[src/rtl/switch_tick_gen_if.sv]
// Push-button and timing strobes for the countdown timer input stage.
// The slave side is the conditioning block; fsm_state exposes its debounce state.
interface switch_tick_gen_if;
   logic       btn_raw;
   logic       SwitchOp;
   logic       SecTimer;
   logic       btn_level;
   logic [1:0] fsm_state;

   modport master (
      output btn_raw,
      input  SwitchOp,
      input  SecTimer,
      input  btn_level,
      input  fsm_state
   );

   modport slave (
      input  btn_raw,
      output SwitchOp,
      output SecTimer,
      output btn_level,
      output fsm_state
   );
endinterface

[src/rtl/switch_tick_gen.sv]
// Synchronizes and debounces the operator button into a one-cycle SwitchOp
// pulse, and divides the clock into a one-cycle-per-second SecTimer strobe.
module switch_tick_gen #(
   parameter int TICK_DIV        = 50_000_000,
   parameter int DEBOUNCE_CYCLES = 1_000_000
) (
   input  logic              clk,
   input  logic              reset,
   switch_tick_gen_if.slave  bus
);

   localparam int CW = $clog2(DEBOUNCE_CYCLES + 1);
   localparam int TW = $clog2(TICK_DIV);
   localparam logic [CW-1:0] CNT_LAST  = CW'(DEBOUNCE_CYCLES - 1);
   localparam logic [TW-1:0] TICK_LAST = TW'(TICK_DIV - 1);

   typedef enum logic [1:0] {
      IDLE_LOW  = 2'd0,
      WAIT_HIGH = 2'd1,
      HIGH      = 2'd2,
      WAIT_LOW  = 2'd3
   } state_t;

   state_t        state, state_nxt;
   logic [CW-1:0] cnt, cnt_nxt;
   logic [TW-1:0] tick_cnt;
   logic          sync_meta, sync_out;
   logic          switch_op, sec_timer, btn_level;
   logic          press;

   always_ff @(posedge clk or negedge reset) begin
      if (!reset) begin
         sync_meta <= 1'b0;
         sync_out  <= 1'b0;
      end else begin
         sync_meta <= bus.btn_raw;
         sync_out  <= sync_meta;
      end
   end

   always_ff @(posedge clk or negedge reset) begin
      if (!reset) begin
         state <= IDLE_LOW;
         cnt   <= '0;
      end else begin
         state <= state_nxt;
         cnt   <= cnt_nxt;
      end
   end

   // A WAIT state completes after DEBOUNCE_CYCLES further matching samples;
   // any opposite sample drops back to the stable state it came from.
   always_comb begin
      state_nxt = state;
      cnt_nxt   = cnt;
      case (state)
         IDLE_LOW: begin
            if (sync_out) begin
               state_nxt = WAIT_HIGH;
               cnt_nxt   = '0;
            end
         end
         WAIT_HIGH: begin
            if (!sync_out)            state_nxt = IDLE_LOW;
            else if (cnt == CNT_LAST) state_nxt = HIGH;
            else                      cnt_nxt   = cnt + CW'(1);
         end
         HIGH: begin
            if (!sync_out) begin
               state_nxt = WAIT_LOW;
               cnt_nxt   = '0;
            end
         end
         WAIT_LOW: begin
            if (sync_out)             state_nxt = HIGH;
            else if (cnt == CNT_LAST) state_nxt = IDLE_LOW;
            else                      cnt_nxt   = cnt + CW'(1);
         end
         default: begin
            state_nxt = IDLE_LOW;
            cnt_nxt   = '0;
         end
      endcase
   end

   assign press = (state == WAIT_HIGH) && (state_nxt == HIGH);

   always_ff @(posedge clk or negedge reset) begin
      if (!reset) begin
         switch_op <= 1'b0;
         btn_level <= 1'b0;
      end else begin
         switch_op <= press;
         btn_level <= (state_nxt == HIGH) || (state_nxt == WAIT_LOW);
      end
   end

   // An accepted press re-phases the divider and wins over a terminal count.
   always_ff @(posedge clk or negedge reset) begin
      if (!reset) begin
         tick_cnt  <= '0;
         sec_timer <= 1'b0;
      end else if (press) begin
         tick_cnt  <= '0;
         sec_timer <= 1'b0;
      end else if (tick_cnt == TICK_LAST) begin
         tick_cnt  <= '0;
         sec_timer <= 1'b1;
      end else begin
         tick_cnt  <= tick_cnt + TW'(1);
         sec_timer <= 1'b0;
      end
   end

   assign bus.SwitchOp  = switch_op;
   assign bus.SecTimer  = sec_timer;
   assign bus.btn_level = btn_level;
   assign bus.fsm_state = state;

endmodule
[src/flat_wrapper.sv]
// flat-port wrapper written by rule: the top's interface ports become plain ports
module switch_tick_gen_flat 
#(
   parameter int TICK_DIV        = 50_000_000,
   parameter int DEBOUNCE_CYCLES = 1_000_000
)
  (clk, reset, bus_btn_raw, bus_SwitchOp, bus_SecTimer, bus_btn_level, bus_fsm_state);
  switch_tick_gen_if bus_i ();
  input  logic clk;
  input  logic reset;
  input wire logic [$bits(bus_i.btn_raw)-1:0] bus_btn_raw;
  output wire logic [$bits(bus_i.SwitchOp)-1:0] bus_SwitchOp;
  output wire logic [$bits(bus_i.SecTimer)-1:0] bus_SecTimer;
  output wire logic [$bits(bus_i.btn_level)-1:0] bus_btn_level;
  output wire logic [$bits(bus_i.fsm_state)-1:0] bus_fsm_state;
  assign bus_i.btn_raw = bus_btn_raw;
  assign bus_SwitchOp = bus_i.SwitchOp;
  assign bus_SecTimer = bus_i.SecTimer;
  assign bus_btn_level = bus_i.btn_level;
  assign bus_fsm_state = bus_i.fsm_state;
  switch_tick_gen #(.TICK_DIV(TICK_DIV), .DEBOUNCE_CYCLES(DEBOUNCE_CYCLES)) u_core (.clk(clk), .reset(reset), .bus(bus_i));
endmodule
[config.mk]
export PLATFORM = sky130hd
export DESIGN_NAME = switch_tick_gen_flat
export DESIGN_NICKNAME = d
export VERILOG_FILES = /design/src/rtl/switch_tick_gen_if.sv /design/src/rtl/switch_tick_gen.sv /design/src/flat_wrapper.sv
export SDC_FILE = /design/constraint.sdc
export NUM_CORES = 1
export LEC_CHECK = 0
export CAP_MARGIN = 20
export CORE_MARGIN = 8
export CORE_UTILIZATION = 55
export DETAILED_ROUTE_END_ITERATION = 12
export GPL_TIMING_DRIVEN = 0
export PLACE_DENSITY_LB_ADDON = 0.08
export SYNTH_ARGS = -nofsm -noshare
export SYNTH_HDL_FRONTEND = slang
export SYNTH_SLANG_ARGS = --single-unit
export TNS_END_PERCENT = 5
[constraint.sdc]
create_clock -name clk -period 4.78 [get_ports clk]
set_input_delay 0.478 -clock clk [delete_from_list [all_inputs] [get_ports clk]]
set_output_delay 0.478 -clock clk [all_outputs]
set_load 0.01 [all_outputs]
# Word level (Yosys, flattened, before mapping)
# Cells that the tools add are included.
# totals
ff_bits,53
latch_bits,0
ram_bits,0
mem_bits_ro,0
input_bits,3
output_inout_bits,5
elab_cells,42
n_memories,0
# op_classes
addsub,2
mul,0
div,0
magnitude_cmp,0
eq_ne,11
n_shift,0
n_mux,17
bitwise,0
n_reduce_logical,4
# ops
op,n
20-bit two-way mux,5
20-bit one-hot mux with 4 select lines,1
26-bit two-way mux,2
26-bit by 1-bit adder with 26-bit output (second input constant),1
26-bit == test (second input constant),1
20-bit by 1-bit adder with 20-bit output (second input constant),1
20-bit == test (second input constant),1
2-bit two-way mux,6
2-bit == test (second input constant),4
2-bit one-hot mux with 4 select lines,1
2-bit by 1-bit != test with 1-bit output (second input constant),2
2-bit != test (second input constant),2
4-bit AND reduction,1
2-bit by 1-bit == test with 1-bit output (second input constant),1
2-bit zero test,1
1-bit two-way mux,2
1-bit logical AND,1
1-bit logical OR,1

# Depth between registers and ports, before layout
# Gate-level depths: netlist (run 1).
# logic_depth
ltp_word,7
ltp_mapped,8
ltp_nobuf,6

# Least setup slack after synthesis (run 1)
# OpenSTA, ideal clock, no wires.
# synth_timing
kind,register -> register
startpoint,register u_core.cnt[0]
endpoint,register u_core.tick_cnt[10]
setup_time_ns,0.119
arrival_time_ns,2.039
required_ns,4.661
setup_slack_ns,2.622
path_stages_with_launch,9
n_path_buf,2
period_less_slack_ns,2.158
path_cell_list,dfrtp_1 -> ha_1 -> nand3_2 -> or4_4 -> nor4_4 -> nand2b_1 -> buf_4 -> buf_6 -> nor2_1
# synth_via
elab_chain_cells,7
word_cells_on_any_way,9
cone_classes,eq/ne: 2; mux: 6; reduce/logical: 1
# synth_rtl
element,line_no,rtl
start: declaration,switch_tick_gen.sv:25,"logic [CW-1:0] cnt, cnt_nxt;"
start signal: assignment,switch_tick_gen.sv:47,cnt <= cnt_nxt;
20-bit == test *,"switch_tick_gen.sv:65, switch_tick_gen.sv:76",
"2-bit two-way mux, on equally long branches","switch_tick_gen.sv:76, switch_tick_gen.sv:65",
"2-bit two-way mux, on equally long branches","switch_tick_gen.sv:75, switch_tick_gen.sv:64",
2-bit one-hot mux with 4 select lines *,switch_tick_gen.sv:56,case (state)
2-bit == test *,switch_tick_gen.sv:86,assign press = (state == WAIT_HIGH) && (state_nxt == HIGH);
1-bit logical AND *,switch_tick_gen.sv:86,
via u_core.press,switch_tick_gen.sv:29,logic press;
26-bit two-way mux *,switch_tick_gen.sv:103,end else if (press) begin
end signal: assignment,switch_tick_gen.sv:110,tick_cnt <= tick_cnt + TW'(1);
end: declaration,switch_tick_gen.sv:26,logic [TW-1:0] tick_cnt;
# Mark *: on every way through the listed nets, which the timed path passes. The rest lies on a longest branch.
# A chain may end at the register's enable or synchronous reset.

# Worst setup path after layout (run 1)
# layout_timing
startpoint,register u_core.cnt[0]
endpoint,register u_core.cnt[7]
# layout_via
elab_chain_cells,4
word_cells_on_any_way,6
cone_classes,add/sub: 1; eq/ne: 1; mux: 4
# layout_rtl
element,line_no
20-bit by 1-bit adder with 20-bit output or 20-bit == test (tied branches),-
20-bit two-way mux *,"switch_tick_gen.sv:65, switch_tick_gen.sv:76"
"20-bit two-way mux, on equally long branches","switch_tick_gen.sv:75, switch_tick_gen.sv:64"
20-bit one-hot mux with 4 select lines *,switch_tick_gen.sv:56
# Mark *: on every way between the ends. The rest lies on a longest branch, timed or not. The select of a mux whose other input is x is not followed.

==> results of run 1 <==
## cells in the final DEF (no fill, tap or decap), drive strengths merged, types with 4 or more instances in the layout
master / Yosys / final
a31oi: 6 / 6
nand4: 14 / 14
nor4: 5 / 5
xnor2: 6 / 6
o21ai: 22 / 22
xor2: 17 / 17
nor4b: 4 / 4
and2: 6 / 6
nand3: 20 / 20
o31ai: 12 / 12
and3: 5 / 5
nand2: 25 / 25
clkdlybuf4s50: 0 / 6
a21oi: 6 / 6
clkbuf: 4 / 11
dfrtp: 53 / 53
nor2: 34 / 34
buf: 7 / 9
nor3: 6 / 6
inv: 4 / 4
## report_power, final
group	switching (W)	internal (W)	leakage, nW
Combinational	0.0000233	0.0000115	0.449
Sequential	0.00000500	0.000452	0.717
Clock	0.000145	0.000171	0.0585
## metrics by stage
stage	cells	power (W)	area (um^2)	utilization, %
2_1_floorplan	279	0.000482	2680	-
3_3_place_gp	353	0.000500	2830	60.0
3_5_place_dp	354	0.000501	2850	60.3
4_1_cts	362	0.000816	2970	62.8
5_1_grt	362	0.000834	2970	62.8
6_report	362	0.000808	2970	62.8
## area by class of cell
cell class | instances | area (um^2) | share of cell area [%]
Clock inverter | 1 | 30.0 | 1.01
Tap cell | 67 | 83.8 | 2.83
Buffer | 11 | 73.8 | 2.49
Inverter | 4 | 15.0 | 0.506
Timing Repair Buffer | 8 | 85.1 | 2.87
Sequential cell | 53 | 1330 | 44.7
Multi-Input combinational cell | 211 | 1260 | 42.7
Clock buffer | 7 | 86.3 | 2.91
## cells by family after synthesis
| logic type | Yosys count |
|---|---|
| xor+xnor | 23 |
| fa+ha+maj | 2 |
| simple gates | 131 |
| mux | 2 |
| compound gates | 53 |
| flops | 53 |
| buf+inv | 15 |
## metal layers
layer / vias to the layer above / share of wire, % / global-route usage (%)
li1: 1045 / - / -
met1: 1063 / 45 / 20.2
met2: 40 / 51 / 28.8
met3: 4 / 3.2 / 3.25
met4: 0 / 0.59 / 2.87
met5: - / 0 / 0
## registers in the layout, indices dropped and copies added, names as in the netlist
name and count:
u_core.tick_cnt 26, u_core.cnt 20, u_core.bus.fsm_state 2, u_core.bus.SecTimer 1
u_core.bus.SwitchOp 1, u_core.bus.btn_level 1, u_core.sync_meta 1, u_core.sync_out 1
## how the worst max path moves through the flow
stage / start / to / slack, ns
after global placement: reset / u_core.cnt[3] / 1.66
final: u_core.cnt[0] / u_core.cnt[7] / 2.28
after detailed placement: u_core.cnt[0] / u_core.cnt[0] / 2.32
after floorplan: u_core.cnt[0] / u_core.tick_cnt[10] / 2.62
after global routing: u_core.cnt[0] / u_core.cnt[9] / 2.11
after CTS: u_core.cnt[0] / u_core.cnt[0] / 2.29
==> results_dict.tcl, run 1 <==
set metrics [dict create \
    outcome "finished, final reports clean" \
    area_growth_pct 10.6 \
    critical_path_required_ns 4.97 \
    drtIter0Drc 137 \
    cap_violations 0 \
    drt-pass1-iter-count 4 \
    worstPathArrival_ns 2.69 \
    synth_edf_count 0 \
    p_leak_nw 1.22 \
    end_kind "register" \
    grt_pass1_wl_um 9800 \
    start_util_pct 56.7 \
    num_antenna_cells 0 \
    synth_most_common_cell "dfrtp_1" \
    worstSkewPairLatency_ns 0.31 \
    overflow 0 \
    crit_buf_inv 2 \
    wl_per_cell_um 15.5 \
    routabilityCongestion 0.799 \
    ir_drop_v 0.000186 \
    synth_top_area_cell "dfrtp_1" \
    chipHeight_um 85.8 \
    setup_ws_ns 2.28 \
    cts_buffers 5 \
    synth_top_family_by_area "simple AND/OR/NAND/NOR gates" \
    root_buffer "clkbuf_8" \
    place_hpwl_um 3900 \
    tightest_slew_ns 0.950 \
    timing.rr.start "u_core.cnt[0]" \
    h-tree-depth 2 \
    max_freq_mhz 399 \
    rows 25 \
    grt_pass1_vias 2086 \
    finalCritPeriodShare_pct 52.4 \
    dp_slack_ns 2.32 \
    ant_nets 0 \
    syn_nets 284 \
    final_max_slew_viol_count 0 \
    num-fill-cells 393 \
    via_count 2152 \
    ys_warn_count 0 \
    async_reset_ff_share_pct 100 \
    yosys.area_share.adder_pct 0.934 \
    post_cts_resized 0 \
    critPathMaxStageDelay_ns 0.59 \
    layout_min_cycle_time_ns 2.50 \
    synthSimpleGateAreaFrac_pct 25.5 \
    crit_type "reg2reg" \
    synth_cells 279 \
    avgViaCountPerCell 5.94 \
    postCtsSetupBuffers 0 \
    fin_skew_ns 0.00929 \
    grt_max_degree 40 \
    synth_top_cells_by_count "dfrtp_1 (53), nor2_1 (34), nand2_1 (25)" \
    hold_buffers 0 \
    pin_count 8 \
    worstPathMaxFanout 10 \
    cpLargestDelayFamily "simple AND/OR/NAND/NOR gates" \
    crit_path_cell_trace "ha_1 > nand3_2 > or4_4 > o21bai_2 > or2_1 > buf_4 > buf_6 > o31ai_1" \
    yosysUniqueCellTypes 39 \
    avgSynthCellArea_um2 9.61 \
    final-hold-violation-count 0 \
    routed_wl_um 5610 \
    track_usage_pct 16.3 \
    powerDensity_nw_per_um2 273 \
    path_clk_slew_ns 0.10 \
    synthXorXnorAreaFrac_pct 7.52 \
    r2r-end "u_core.cnt[7]" \
    rrSetupSlack_ns 2.28 \
    grt_setup_unrepaired "false" \
    die-area_um2 7360 \
    antenna_found_initial 0 \
    tns_ns 0 \
    ys_seq_area_share_pct 49.5 \
    layout.nets 299 \
    hold_class "in2async" \
    cts_max_path_buffers 2 \
    reg2regPathDepth 8 \
    die_w_um 85.8 \
    layout-drive-gt1-share_pct 7.46 \
    synth.area.top_cells "dfrtp_1 (49%), xor2_1 (5.6%), nor2_1 (4.8%)" \
    ys_ff_latch 53 \
    io_buffers 7 \
    route.detailed.drc 0 \
    synth_mux_area_share_pct 0.840 \
    cp.depth 8 \
    crit_slowest_cell "or4_4" \
    ys.flop_type "dfrtp_1" \
    hold_slack_ns 0.0709 \
    core-area_um2 4720 \
    start_kind "register" \
    slew_headroom_pct 36.2 \
    cts_tree "built" \
    syn_area_um2 2680 \
    setup_viol_count_final 0 \
    synth_top_area_share_pct 49.5 \
    synth_compound_gate_area_share_pct 12.4 \
    clock_sinks 53 \
]
No activity file was read; power rests on OpenSTA's default activity.
==> inputs of run 2 (changes only) <==
==> constraint.sdc (replaced) <==
create_clock -name clk -period 2.4 [get_ports clk]
set_input_delay 0.24 -clock clk [delete_from_list [all_inputs] [get_ports clk]]
set_output_delay 0.24 -clock clk [all_outputs]
set_load 0.01 [all_outputs]
==> run 2 against run 1 <==
Net effect: hold slack better by 0.30 ns; clock power is 98% higher; cell area is 2.7% higher; global-route usage is 0.10 points higher; via count is 1.9% higher; combinational power grew to 2.6 times the previous value; register-to-register slack worse by 2.1 ns; non-clock buffer count is 7 higher; sequential cell count stayed put; core utilization is 1.7 points higher; power is 100% higher; critical endpoint is now u_core.tick_cnt[17]; largest power group unchanged; highest routed layer unchanged.
==> results_dict.tcl, run 2 (synthesis results as in run 1) <==
set metrics [dict create \
    final_max_slew_viol_count 0 \
    cts_max_path_buffers 2 \
    antenna_found_initial 0 \
    rows 25 \
    pin_count 8 \
    layout.nets 306 \
    end_kind "register" \
    slew_headroom_pct 36.4 \
    worstSkewPairLatency_ns 0.30 \
    drtIter0Drc 118 \
    grt.met3_usage_pct 3.25 \
    multi_input_area_um2 1280 \
    layout-drive-gt1-share_pct 10.6 \
    core-area_um2 4720 \
    routabilityCongestion 0.799 \
    path_clk_slew_ns 0.10 \
    num-fill-cells 388 \
    use_met2_pct 29.2 \
    top_usage_layer "met2" \
    tightest_slew_ns 0.947 \
    drt-pass1-iter-count 5 \
    area_growth_pct 13.6 \
    start_util_pct 56.7 \
    avgViaCountPerCell 5.94 \
    tns_ns 0 \
    routed_wl_um 5750 \
    max_freq_mhz 442 \
    cap_violations 0 \
    most-common-layout-cells "dfrtp_1 (51), nor2_1 (34), nand2_1 (25)" \
    setup_viol_count_final 0 \
    layout_min_cycle_time_ns 2.26 \
    critical_path_required_ns 2.59 \
    outcome "finished, final reports clean" \
    h-tree-depth 2 \
    hold_class "reg2reg" \
    finalCritPeriodShare_pct 94.2 \
    die-area_um2 7360 \
    clock_sinks 53 \
    wl_per_cell_um 15.6 \
    final-hold-violation-count 0 \
    cts_buffers 5 \
    ir_drop_v 0.000374 \
    place_hpwl_um 3900 \
    ant_nets 0 \
    via_count 2192 \
    grt_pass1_vias 2111 \
    setup_ws_ns 0.139 \
    chipHeight_um 85.8 \
    worstPathArrival_ns 2.45 \
    overflow 0 \
    grt_max_degree 40 \
    start_kind "register" \
    die_w_um 85.8 \
    largest_reg_flops 26 \
    fin_skew_ns 0.00768 \
    finalPower_w 0.00163 \
    root_buffer "clkbuf_8" \
    p_leak_nw 1.26 \
    crit_type "reg2reg" \
    track_usage_pct 16.4 \
    powerDensity_nw_per_um2 534 \
    io_buffers 7 \
    route.detailed.drc 0 \
    ff_latch_area_um2 1330 \
    final_common_cell "dfrtp_1" \
    cts_tree "built" \
    worstPathMaxFanout 10 \
    grt_pass1_wl_um 9870 \
    regMostFlops "u_core.tick_cnt" \
    dp_slack_ns -0.0582 \
    num_antenna_cells 0 \
    hold_slack_ns 0.369 \
    met1_usage_pct 20.1 \
]
-- run 2: cell types whose count changed in the layout (fill, tap and decap cells not counted), sizes merged --
cell / change
buf: +6
dlygate4sd3: +1
-- run 2: repair_timing --
action,CTS,global route
cloned,0,0
buffers inserted,0,6
pin swaps,1,3
endpoints found under the setup margin,32,34
hold buffers,1,0
hold endpoints to repair,14,0
resized for setup,1,7
-- run 2: layout make-up --
cell class | count | area share [%]
sequential | 53 | 43.6
multi-input combinational | 211 | 42.0
timing repair buffer | 15 | 4.60
clock buffer | 7 | 2.84
tap | 67 | 2.75
buffer | 11 | 2.63
clock inverter | 1 | 0.986
inverter | 4 | 0.493
-- run 2: per-stage QoR --
stage,utilization [%],cell area (um^2),cells
after detailed placement,60.3,2850,354
after floorplan,-,2680,279
final,64.5,3040,369
after global placement,60.0,2830,353
after global routing,64.5,3040,369
after CTS,63.2,2980,363
-- run 2: power by group --
group	internal [W]	total [W]	switching (W)
clock	0.000341	0.000627	0.000287
sequential	0.000901	0.000909	0.00000753
combinational	0.0000374	0.0000908	0.0000534
total	0.00128	0.00163	0.000348
-- run 2: worst max-delay path, stage by stage (launching register included) --
cell,delay (ns)
dfrtp_1,0.38
ha_2,0.22
nand3_2,0.14
or4_4,0.50
nor4_4,0.40
nand2b_1,0.15
buf_4,0.15
buf_6,0.15
nor2_1,0.06
-- run 2: layer usage --
layer	up-vias	wire length, um
li1	1056	-
met1	1076	2470
met2	49	3000
met3	11	217
met4	0	61
met5	-	0
-- run 2: final timing paths --
kind,from,endpoint,slack [ns],depth (start not counted)
min in group asynchronous,reset,u_core.tick_cnt[4],0.38,2
worst max register to register,u_core.cnt[1],u_core.tick_cnt[17],0.14,8
worst min register to register,u_core.sync_meta,u_core.sync_out,0.37,0
worst min-delay path,u_core.sync_meta,u_core.sync_out,0.37,0
worst max-delay path,u_core.cnt[1],u_core.tick_cnt[17],0.14,8
max in group asynchronous,reset,u_core.cnt[6],1.50,3
==> inputs of run 3 (changes only) <==
--- a/config.mk
+++ b/config.mk
@@ -6,7 +6,7 @@
 export NUM_CORES = 1
 export LEC_CHECK = 0
 export CAP_MARGIN = 20
-export CORE_MARGIN = 8
+export CORE_MARGIN = 2
 export CORE_UTILIZATION = 55
 export DETAILED_ROUTE_END_ITERATION = 12
 export GPL_TIMING_DRIVEN = 0
==> run 3 against run 2 <==
Net effect: final cell count unchanged; maximum frequency increased by 1.0%; critical path type unchanged; hold slack got worse by 0.0098 ns; wire length decreased by 0.24%; sequential cell count unchanged; power decreased by 8.5%.
==> results_dict.tcl, run 3 (synthesis results as in run 1) <==
set metrics [dict create \
    hold_slack_ns 0.359 \
    worstPathArrival_ns 2.44 \
    finalCritPeriodShare_pct 93.3 \
    most-common-layout-cells "dfrtp_1 (52), nor2_1 (34), nand2_1 (25)" \
    crit_start "u_core.bus.fsm_state[0]" \
    final_max_slew_viol_count 0 \
    cts_buffers 5 \
    ir_drop_v 0.000256 \
    slew_headroom_pct 40.2 \
    layout.nets 306 \
    routabilityCongestion 0.812 \
    route.detailed.drc 0 \
    drt-pass1-iter-count 4 \
    cts_tree "built" \
    rows 25 \
    max_freq_mhz 447 \
    timing.rr.start "u_core.bus.fsm_state[0]" \
    drtIter0Drc 100 \
    layout-drive-gt1-share_pct 10.3 \
    fin_skew_ns 0.00438 \
    core-area_um2 4720 \
    reg2regPathDepth 8 \
    grt.met3_usage_pct 4.53 \
    crit_type "reg2reg" \
    hold_class "reg2reg" \
    grt_pass1_wl_um 9650 \
    place_hpwl_um 3890 \
    track_usage_pct 22.9 \
    worstPathMaxFanout 10 \
    met1_usage_pct 28.4 \
    antenna_found_initial 0 \
    root_buffer "clkbuf_8" \
    setup_ws_ns 0.162 \
    overflow 0 \
    num-fill-cells 409 \
    grt_max_degree 39 \
    final_common_cell "dfrtp_1" \
    area_growth_pct 12.0 \
    die-area_um2 5450 \
    cap_violations 0 \
    end_kind "register" \
    wl_per_cell_um 15.6 \
    io_buffers 7 \
    worstSkewPairLatency_ns 0.30 \
    routed_wl_um 5740 \
    pin_count 8 \
    regMostFlops "u_core.tick_cnt" \
    top_usage_layer "met2" \
    h-tree-depth 2 \
    rrSetupSlack_ns 0.16 \
    cp-endpoint "u_core.tick_cnt[20]" \
    ant_nets 0 \
    critical_path_required_ns 2.60 \
    clock_sinks 53 \
    chipHeight_um 73.8 \
    dp_slack_ns -0.109 \
    avgViaCountPerCell 5.85 \
    start_util_pct 56.7 \
    via_count 2158 \
    layout_min_cycle_time_ns 2.24 \
    outcome "finished, final reports clean" \
    path_clk_slew_ns 0.09 \
    largest_reg_flops 26 \
    grt_pass1_vias 2105 \
    setup_viol_count_final 0 \
    cts_max_path_buffers 2 \
    die_w_um 73.8 \
    tightest_slew_ns 0.891 \
    final-hold-violation-count 0 \
    use_met2_pct 40.9 \
    powerDensity_nw_per_um2 496 \
    start_kind "register" \
    num_antenna_cells 0 \
    r2r-end "u_core.tick_cnt[20]" \
    p_leak_nw 1.24 \
]
-- run 3: layer usage --
layer | share of wire [%] | wire length [um]
met1 | 44 | 2540
met2 | 51 | 2910
met3 | 3.8 | 218
met4 | 1.1 | 63
met5 | 0 | 0
-- run 3: layout make-up --
| class | count | area (um^2) | share of cell area, % |
|---|---|---|---|
| sequential | 53 | 1330 | 44.2 |
| multi-input combinational | 211 | 1270 | 42.5 |
| timing repair buffer | 15 | 140 | 4.67 |
| tap | 67 | 83.8 | 2.79 |
| buffer | 11 | 73.8 | 2.46 |
| clock buffer | 5 | 68.8 | 2.29 |
| clock inverter | 3 | 17.5 | 0.584 |
| inverter | 4 | 15.0 | 0.500 |
-- run 3: worst max-delay path: stages, from the launching register on --
cell	delay, ns
dfrtp_1	0.35
buf_2	0.23
nand4b_1	0.12
or4_4	0.58
nor4_4	0.34
nand2b_1	0.16
buf_4	0.15
buf_6	0.14
nor2_1	0.06
-- run 3: power by group --
| part | switching, W | leakage, nW | internal (W) |
|---|---|---|---|
| sequential | 0.00000809 | 0.716 | 0.000901 |
| clock | 0.000293 | 0.0439 | 0.000202 |
| combinational | 0.0000517 | 0.482 | 0.0000315 |
| total | 0.000353 | 1.24 | 0.00113 |
-- run 3: worst min-delay path by stage --
stage,from,to,slack [ns],cells after the start
6_report,u_core.sync_meta,u_core.sync_out,0.36,0
5_1_grt,bus_btn_raw,u_core.sync_meta,0.36,1
4_1_cts,u_core.sync_meta,u_core.sync_out,0.36,0
3_5_place_dp,reset,u_core.tick_cnt[4],0.18,1
3_3_place_gp,u_core.sync_meta,u_core.sync_out,0.33,0
2_1_floorplan,reset,u_core.bus.SecTimer,-0.06,0
-- run 3: through the flow --
step	util (%)	cells	area, um^2	setup TNS (ns)	total power (W)
after floorplan	-	279	2680	0	0.000961
after global placement	60.0	353	2830	-26.39	0.000995
after detailed placement	60.3	354	2850	-1.66	0.000999
after CTS	62.5	363	2950	0	0.00150
after global routing	63.5	369	3000	-0.0250	0.00156
final	63.5	369	3000	0	0.00149
-- run 3: what timing repair did --
item | 4_1_cts | 5_1_grt
setup buffers | 0 | 6
endpoints found under the hold margin | 15 | 0
cloned | 0 | 0
endpoints found under the setup margin | 33 | 33
hold buffers | 1 | 0
pin swaps | 2 | 3
gates resized for setup | 1 | 2
